**src/rtl/fifo_rd_prefetch.sv**
```systemverilog
// Read-side controller of a dual-clock FIFO (rclk domain).
// Keeps the binary/Gray read pointer, detects empty from the synchronized
// write pointer, and moves words out of the memory's combinational read port
// into a 2-entry prefetch buffer. The buffer drains downstream at full rate.
//
// Handshake: a word transfers on a rising edge where dout_valid and dout_ready
// are both high. dout_valid never depends on dout_ready, and dout stays stable
// while dout_valid is high and dout_ready is low.
module fifo_rd_prefetch #(
  parameter int DATASIZE = 8,
  parameter int ADDRSIZE = 4
) (
  input  logic                rclk,
  input  logic                rrst,
  input  logic [ADDRSIZE:0]   rq2_wptr,
  input  logic [DATASIZE-1:0] rdata_mem,
  output logic [ADDRSIZE-1:0] raddr,
  output logic [ADDRSIZE:0]   rptr,
  output logic                rempty,
  output logic [DATASIZE-1:0] dout,
  output logic                dout_valid,
  input  logic                dout_ready
);

  logic [ADDRSIZE:0]   rbin;
  logic [ADDRSIZE:0]   rbin_next;
  logic [ADDRSIZE:0]   gray_next;
  logic [1:0]          cnt;
  logic [DATASIZE-1:0] head;
  logic [DATASIZE-1:0] tail;
  logic                pop;
  logic                fetch;

  // Pointer arithmetic, empty detection and transfer decisions.
  always_comb begin
    rbin_next = rbin + {{ADDRSIZE{1'b0}}, 1'b1};
    gray_next = rbin_next ^ (rbin_next >> 1);
    rempty    = (rptr == rq2_wptr);
    pop       = dout_valid & dout_ready;
    // A slot is free if fewer than two words are held, or the head leaves now.
    fetch     = !rempty & ((cnt < 2'd2) | pop);
  end

  assign raddr      = rbin[ADDRSIZE-1:0];
  assign dout       = head;
  assign dout_valid = (cnt != 2'd0);

  // Read pointer: advance by one on every fetch; Gray copy is registered.
  always_ff @(posedge rclk) begin
    if (rrst) begin
      rbin <= '0;
      rptr <= '0;
    end else if (fetch) begin
      rbin <= rbin_next;
      rptr <= gray_next;
    end
  end

  // Prefetch buffer: head is the oldest word, tail the next one.
  always_ff @(posedge rclk) begin
    if (rrst) begin
      cnt  <= 2'd0;
      head <= '0;
      tail <= '0;
    end else begin
      case (cnt)
        2'd0: begin
          if (fetch) begin
            head <= rdata_mem;
            cnt  <= 2'd1;
          end
        end
        2'd1: begin
          if (fetch && !pop) begin
            tail <= rdata_mem;
            cnt  <= 2'd2;
          end else if (fetch && pop) begin
            head <= rdata_mem;
          end else if (pop) begin
            cnt  <= 2'd0;
          end
        end
        2'd2: begin
          if (pop && fetch) begin
            head <= tail;
            tail <= rdata_mem;
          end else if (pop) begin
            head <= tail;
            cnt  <= 2'd1;
          end
        end
        default: begin
          // Occupancy 3 is unreachable; hold state.
        end
      endcase
    end
  end

endmodule

```
**config.mk**
```make
export PLATFORM = sky130hd
export DESIGN_NAME = fifo_rd_prefetch
export DESIGN_NICKNAME = d
export VERILOG_FILES = /design/src/rtl/fifo_rd_prefetch.sv
export SDC_FILE = /design/constraint.sdc
export NUM_CORES = 1
export LEC_CHECK = 0
export CELL_PAD_IN_SITES_DETAIL_PLACEMENT = 1
export CELL_PAD_IN_SITES_GLOBAL_PLACEMENT = 1
export CORE_ASPECT_RATIO = 0.75
export CORE_MARGIN = 2
export CORE_UTILIZATION = 40
export CTS_BUF_LIST = sky130_fd_sc_hd__clkbuf_4 sky130_fd_sc_hd__clkbuf_8 sky130_fd_sc_hd__clkbuf_16
export CTS_CLUSTER_SIZE = 8
export DETAILED_ROUTE_END_ITERATION = 7
export GPL_TIMING_DRIVEN = 1
export PLACE_DENSITY = 0.8
export SLEW_MARGIN = 10
export SYNTH_ARGS = -nofsm -noshare
export SYNTH_HDL_FRONTEND = slang
export SYNTH_SLANG_ARGS = --single-unit
```
**constraint.sdc**
```tcl
create_clock -name rclk -period 4.4 [get_ports rclk]
set_input_delay 0.66 -clock rclk [delete_from_list [all_inputs] [get_ports rclk]]
set_output_delay 0.66 -clock rclk [all_outputs]
set_load 0.02 [all_outputs]
```
Yosys cells after proc, flatten, opt, wreduce, memory -nomap -nowiden:

Index checks and enable logic that the tools add are counted.

* $lt $le $gt $ge: 1
* equality and inequality tests: 13
* bitwise logic cells: 4
* muxes and demuxes: 15
* reduce and logical (&&, ||, !) cells: 11
* add/sub/neg operators: 1

Operators with widths (count)
* 8-bit two-way mux: 6
* 8-bit case mux with 3 select lines: 1
* 8-bit case mux with 2 select lines: 1
* 2-bit inequality test (second input constant): 7
* 2-bit two-way mux: 6
* 3-bit inequality test (second input constant): 3
* 2-bit case mux with 3 select lines: 1
* 6-bit AND reduction: 1
* 5-bit by 1-bit adder with 5-bit output (second input constant): 1
* 5-bit equality test: 1
* 5-bit AND reduction: 1
* 5-bit by 4-bit bitwise XOR with 5-bit output: 1
* 2-bit nonzero test: 2
* 3-bit AND reduction: 1
* 3-bit nonzero test: 1
* 1-bit AND: 2
* 2-bit by 1-bit equality test with 1-bit output (second input constant): 1
* 2-bit equality test (second input constant): 1
* 1-bit logical AND: 2
* 1-bit logical NOT: 2
* 2-bit logical NOT: 1
* 2-bit less-than comparator (second input constant): 1
* 1-bit OR: 1

* output and inout port bits: 19
* input bits: 16
* bits in registers: 28
* word-level logic and storage cells: 50

Logic depth before layout (Yosys ltp):

Gate-level depths: netlist of run 1.

* word-level depth: 8
* depth in mapped cells: 8
* gate-level depth less buffers: 7

Worst setup path after synthesis of run 1:

No wires, ideal clock.

* kind: input to output
* start point: input rq2_wptr[0]
* end point: output rempty
* path slack: 2.349 ns
* path buffers: 0
* stages: 4
* data required time: 3.740 ns
* arrival time: 1.391 ns
* path through: xnor2_1 -> nand2_1 -> or2_1 -> inv_2

* word-level cells in the longest chain between the ends: 1

RTL lines
* from (decl): RTL line 15 `input logic [ADDRSIZE:0] rq2_wptr,`
* 5-bit equality test: RTL line 38 `rempty = (rptr == rq2_wptr);`
* to (decl): RTL line 19 `output logic rempty,`

Every way passes these cells.

Worst setup path in the final report of run 1:

* start point: input rq2_wptr[3]
* end point: output rempty

Same word-level chain as after synthesis.

==> impl_metrics.toml, run 1 <==
[cts]
cts_made_buffers = 3
cts.sinks = 27
htree_levels = 1
clock_latency_ps = 280
cts_buffer_depth = 2
clkTransAtPathRegs_ps = 100
cts_tree = "done"
cts_hold_buf = 0
clk_root_buffer_cell = "clkbuf_8"
cts_post_setup_buffers_inserted = 0
cts_resized = 0

[worst_setup_path]
crit_path_end_kind = "primary output"
required_ps = 3740
cp_num_buf_inv = 3
critical-path-slowest-cell = "clkdlybuf4s50_1"
worstPathArrival_ps = 2520
r2r_setup_slack_ps = 1870
critPathMaxStageDelay_ps = 600
crit_family = "buffers and inverters"
cpMostUsedCell = "clkdlybuf4s50_1"
path_cells = "clkdlybuf4s50_1, xnor2_1, nand2_1, or2_1, inv_2, clkdlybuf4s50_1"
cp-start-kind = "input port"
cp_max_fo = 9
critical_path_class = "input port to primary output"

[sta]
hold_viol_final = 0
slew_violations = 0
final-setup-viol-count = 0
tightest_slew_ps = 1150
post-route-period-util_pct = 72.20
skew_ps = 1.803
setup_tns_ps = 0
max_freq_mhz = 314.8
relSlewSlack_pct = 23.11
rsz0062_at_grt = "no"
fin_crit_ps = 3177
hold_slack_ps = 510.0

[logic_synthesis]
async_flop_share_pct = 0
syn-num-nets = 173
synth_top_cells_by_area = "dfxtp_1 36%, mux2i_1 13%, a211oi_2 6.6%"
postSynthCellCount = 152
post-synth-top-area-cell = "dfxtp_1"
ys_ff_latch = 27
yosysWarnings = 0
netlist-cell-type-count = 40
synthFlopType = "dfxtp_1"
synth_seq_area_share_pct = 35.67
netlist_area_sq_um = 1515
synth_edf_count = 0
avgSynthCellArea_sq_um = 9.968
synth_top_area_share_pct = 35.67

[die]
io_pins = 35
dieArea_sq_um = 4302
die_w_um = 75.07
initial_core_util_pct = 41.66
core_sq_um = 3637
rows = 19
die_h_um = 57.30

[detailed_routing]
postRouteAntennaNets = 0
vias = 1239
drt-initial-drc-count = 45
drc = 0
avgViaCountPerCell = 5.272
post_drt_wl_per_cell_um = 16.09
drt_wl_total_mm = 3.782
drt_pass1_iterations = 4

[cells_and_area]
areaGrowthSynthToFinish_pct = 27.66
diodes = 0
final_core_util_pct = 53.18
nets = 205
drive_gt1_share_pct = 11.48
layout_commonest_cell = "clkdlybuf4s50_1"
final_cell_mix = "34 x clkdlybuf4s50_1, 27 x dfxtp_1, 20 x mux2i_1"

[grt]
grt_pass1_vias = 1321
antenna_found_initial = 0
met2_usage_pct = 33.33
grt_max_degree = 28
busiest_layer = "met2"
track_usage_pct = 19.72
grt_overflow = 0
use_met3_pct = 3.710
grt_pass1_wl_mm = 6.479
met1_usage_pct = 26.67

[power_and_ir_drop]
total_power_mw = 1.440
p_leak_nw = 0.7193
peakVddDrop_v = 0.0003067
power_density_nw_per_um2 = 744.6

[place]
dpl.hpwl_mm = 2.780
portBuffers = 34
place_congestion = 0.7834

[flow_run]
cap_violations = 0

[hold_path]
min_path_type = "register to register"

[run_status]
status = "completed"
[worst register-to-register path, stage by stage (launching register included)]
cell	delay, ps
dfxtp_1	510
ha_1	690
nor2_1	240
o311ai_4	610
mux2i_1	260
nor2_1	60
[worst paths after layout]
path,depth (start not counted),startpoint,to
worst min-delay path,2,tail[5],tail[5]
worst min register to register,2,tail[5],tail[5]
worst max-delay path,6,rq2_wptr[3],rempty
worst max register to register,5,cnt[1],tail[0]
[cell type report]
cell class	count	area, sq um
timing repair buffer	34	340.3
tap	52	65.06
fill	422	1703
clock buffer	3	41.29
sequential	27	540.5
multi-input combinational	111	913.4
clock inverter	1	7.507
inverter	7	26.28
[synth_stat cells (all sizes together) (3+ instances only)]
cell and n:
a211oi 8, inv 7, nor2 17, o21ai 4
dfxtp 27, nand2 4, mux2i 20, ha 5
clkbuf 3, xor2 4, buf 4, xnor2 10
a21oi 12
[power by group]
part / internal [mW] / switching, mW
Clock: 0.0644 / 0.0858
Sequential: 0.338 / 0.0778
Combinational: 0.404 / 0.470
[cells by family (layout without fill, tap and decap cells)]
logic type      after synthesis  in the layout  synth area share (%)
simple gates                 33             33                 11.23
mux                          20             20                 13.21
compound gates               39             39                 21.39
fa+ha+maj                     5              5                 4.129
flops                        27             27                 35.67
xor+xnor                     14             14                 10.32
buf+inv                      14             45                 4.046
[registers in the layout, summed over array words and instances, names as in the netlist]
| register | flops |
|---|---|
| cnt | 2 |
| dout | 8 |
| rbin | 4 |
| rptr | 5 |
| tail | 8 |
[metal layers]
| layer | part of all wire (%) | vias to the layer above |
|---|---|---|
| li1 | - | 613 |
| met1 | 47 | 607 |
| met2 | 50 | 17 |
| met3 | 2.3 | 2 |
| met4 | 0.79 | 0 |
| met5 | 0 | - |
[through the flow]
| stage | setup WS [ps] | std cells | cell area, sq um |
|---|---|---|---|
| after detailed placement | 1212 | 231 | 1886 |
| after global routing | 1094 | 235 | 1934 |
| final | 1223 | 235 | 1934 |
| after CTS | 1211 | 235 | 1934 |
| after global placement | 1236 | 231 | 1886 |
| after floorplan | 2349 | 152 | 1515 |
(Power assumes the default switching activity.)
==> run 2: changes to the inputs <==
--- a/config.mk
+++ b/config.mk
@@ -9,12 +9,12 @@
 export CELL_PAD_IN_SITES_GLOBAL_PLACEMENT = 1
 export CORE_ASPECT_RATIO = 0.75
 export CORE_MARGIN = 2
-export CORE_UTILIZATION = 40
+export CORE_UTILIZATION = 34
 export CTS_BUF_LIST = sky130_fd_sc_hd__clkbuf_4 sky130_fd_sc_hd__clkbuf_8 sky130_fd_sc_hd__clkbuf_16
 export CTS_CLUSTER_SIZE = 8
 export DETAILED_ROUTE_END_ITERATION = 7
 export GPL_TIMING_DRIVEN = 1
-export PLACE_DENSITY = 0.8
+export PLACE_DENSITY = 0.72
 export SLEW_MARGIN = 10
 export SYNTH_ARGS = -nofsm -noshare
 export SYNTH_HDL_FRONTEND = slang
==> constraint.sdc (replaced) <==
create_clock -name rclk -period 2.7 [get_ports rclk]
set_input_delay 0.405 -clock rclk [delete_from_list [all_inputs] [get_ports rclk]]
set_output_delay 0.405 -clock rclk [all_outputs]
set_load 0.02 [all_outputs]
==> run 2 against run 1 <==
  * Hold slack better by 3.8 ps
  * Non-clock buffer count is 6 higher
  * Die area grew 17%
  * Sequential share of layout area shrank 0.65 points
  * Critical path type unchanged
  * Setup slack lost 1000 ps
  * Largest cell class unchanged
  * Highest routed layer unchanged
  * Critical path depth is the same
  * Via count grew 1.5%
  * Clock skew is essentially flat
  * Flip-flop and latch count unchanged
  * Utilization decreased by 5.5 points
  * Global-route usage fell by 3.1 points
  * Wire length shrank 2.1%
==> impl_metrics.toml, run 2 (same netlist as run 1, synthesis figures left out) <==
[power_and_ir_drop]
peakVddDrop_v = 0.0004377
power_density_nw_per_um2 = 1198
internal-power_mw = 1.344
switchingPower_mw = 1.029
p_sw_share_pct = 43.35
power_frac_comb_pct = 61.8
total_power_mw = 2.373
clockPowerShare_pct = 9.8
p_leak_nw = 0.7508
pwr-share-seq_pct = 28.4

[sta]
rsz0062_at_grt = "no"
fin_crit_ps = 2517
max_freq_mhz = 397.3
tightest_slew_ps = 589.4
hold_viol_final = 0
setup_tns_ps = 0
slew_violations = 0
final-setup-viol-count = 0
skew_ps = 2.165
post-route-period-util_pct = 93.23
relSlewSlack_pct = 60.59

[worst_setup_path]
critical_path_class = "input port to primary output"
crit_family = "buffers and inverters"
cp_max_fo = 3
required_ps = 2300
critical-path-slowest-cell = "clkdlybuf4s50_1"
critPathMaxStageDelay_ps = 600
cp_num_buf_inv = 3
cp-start-kind = "input port"
cpMostUsedCell = "clkdlybuf4s50_1"
path_cells = "clkdlybuf4s50_1, xnor2_4, nand3_4, or2_1, inv_2, clkdlybuf4s50_1"
crit_path_end_kind = "primary output"
worstPathArrival_ps = 2110

[die]
die_h_um = 61.82
core_sq_um = 4154
rows = 20
die_w_um = 81.09
dieArea_sq_um = 5012
initial_core_util_pct = 36.48
io_pins = 35

[cells_and_area]
drive_gt1_share_pct = 14.29
nets = 211
final_cell_mix = "34 x clkdlybuf4s50_1, 27 x dfxtp_1, 20 x mux2i_1"
areaGrowthSynthToFinish_pct = 30.72
fillers = 481
diodes = 0
layout_commonest_cell = "clkdlybuf4s50_1"

[cts]
cts_made_buffers = 3
htree_levels = 1
cts_buffer_depth = 2
clock_latency_ps = 270
cts_resized = 0
clkTransAtPathRegs_ps = 90
cts_post_setup_buffers_inserted = 0
cts.sinks = 27
cts_tree = "done"
cts_hold_buf = 0
clk_root_buffer_cell = "clkbuf_8"

[grt]
grt_pass1_wl_mm = 6.382
grt_pass1_vias = 1334
grt_overflow = 0
antenna_found_initial = 0
track_usage_pct = 16.61
grt_max_degree = 16

[hold_path]
min_path_type = "register to register"

[place]
place_congestion = 0.8083
portBuffers = 34
dpl.hpwl_mm = 2.872

[detailed_routing]
drt-initial-drc-count = 42
post_drt_wl_per_cell_um = 15.17
drc = 0
drt_wl_total_mm = 3.701
drt_pass1_iterations = 4
dr_wl_met2_mm = 1.781
wl_met1_mm = 1.768
highest_layer = "met4"
vias = 1257
route.met3.wl_um = 114
postRouteAntennaNets = 0
avgViaCountPerCell = 5.152

[run_status]
status = "completed"

[flow_run]
cap_violations = 0
run 2: cell count changes in the layout (fill, tap and decap cells not counted):
| cell | before | now |
|---|---|---|
| clkinv_2 | 0 | 1 |
| clkinvlp_4 | 1 | 0 |
| buf_4 | 0 | 6 |
run 2: worst min-delay path: cells and delay by family (launching register included):
kind             cells  cell delay (ps)
muxes                1               70
and+or+nand+nor      1               80
DFF                  1              340
run 2: stage by stage:
step           worst slack, ps  utilization (%)  hold slack (ps)  instances  cell area, sq um
2_1_floorplan            782.1                -            463.2        152              1515
3_3_place_gp             207.2            46.57            473.5        240              1934
3_5_place_dp             183.4            46.57            496.5        240              1934
4_1_cts                  180.0            47.68            521.2        244              1981
5_1_grt                  115.4            47.68            563.8        244              1981
6_report                 182.9            47.68            513.8        244              1981
run 2: worst paths after layout:
path | slack (ps) | depth (start not counted) | end | start
min | 510 | 2 | tail[0] | tail[0]
min reg2reg | 510 | 2 | tail[0] | tail[0]
max | 180 | 6 | rempty | rq2_wptr[2]
max reg2reg | 520 | 8 | tail[2] | cnt[1]
run 2: cell type report:
class | instances | area, sq um | share of cell area [%]
flip-flops and latches | 27 | 540.5 | 27.29
inverters | 7 | 26.28 | 1.327
clock inverters | 1 | 5.005 | 0.2527
multi-input cells | 111 | 913.4 | 46.11
well taps | 55 | 68.82 | 3.474
clock buffers | 3 | 41.29 | 2.085
repair buffers | 40 | 385.4 | 19.46
run 2: power by group through the flow:
stage | Combinational [mW] | Clock, mW | Sequential, mW
final | 1.47 | 0.234 | 0.673
after detailed placement | 1.47 | 0 | 0.684
after CTS | 1.48 | 0.247 | 0.675
after floorplan | 0.980 | 0 | 0.753
after global placement | 1.42 | 0 | 0.670
after global routing | 1.61 | 0.265 | 0.694
run 2: metal layers:
layer  vias to the layer above  track usage (%)
met5                         -                0
li1                        624                -
met2                        24            27.74
met3                         4            3.179
met4                         0            4.358
met1                       605            22.45
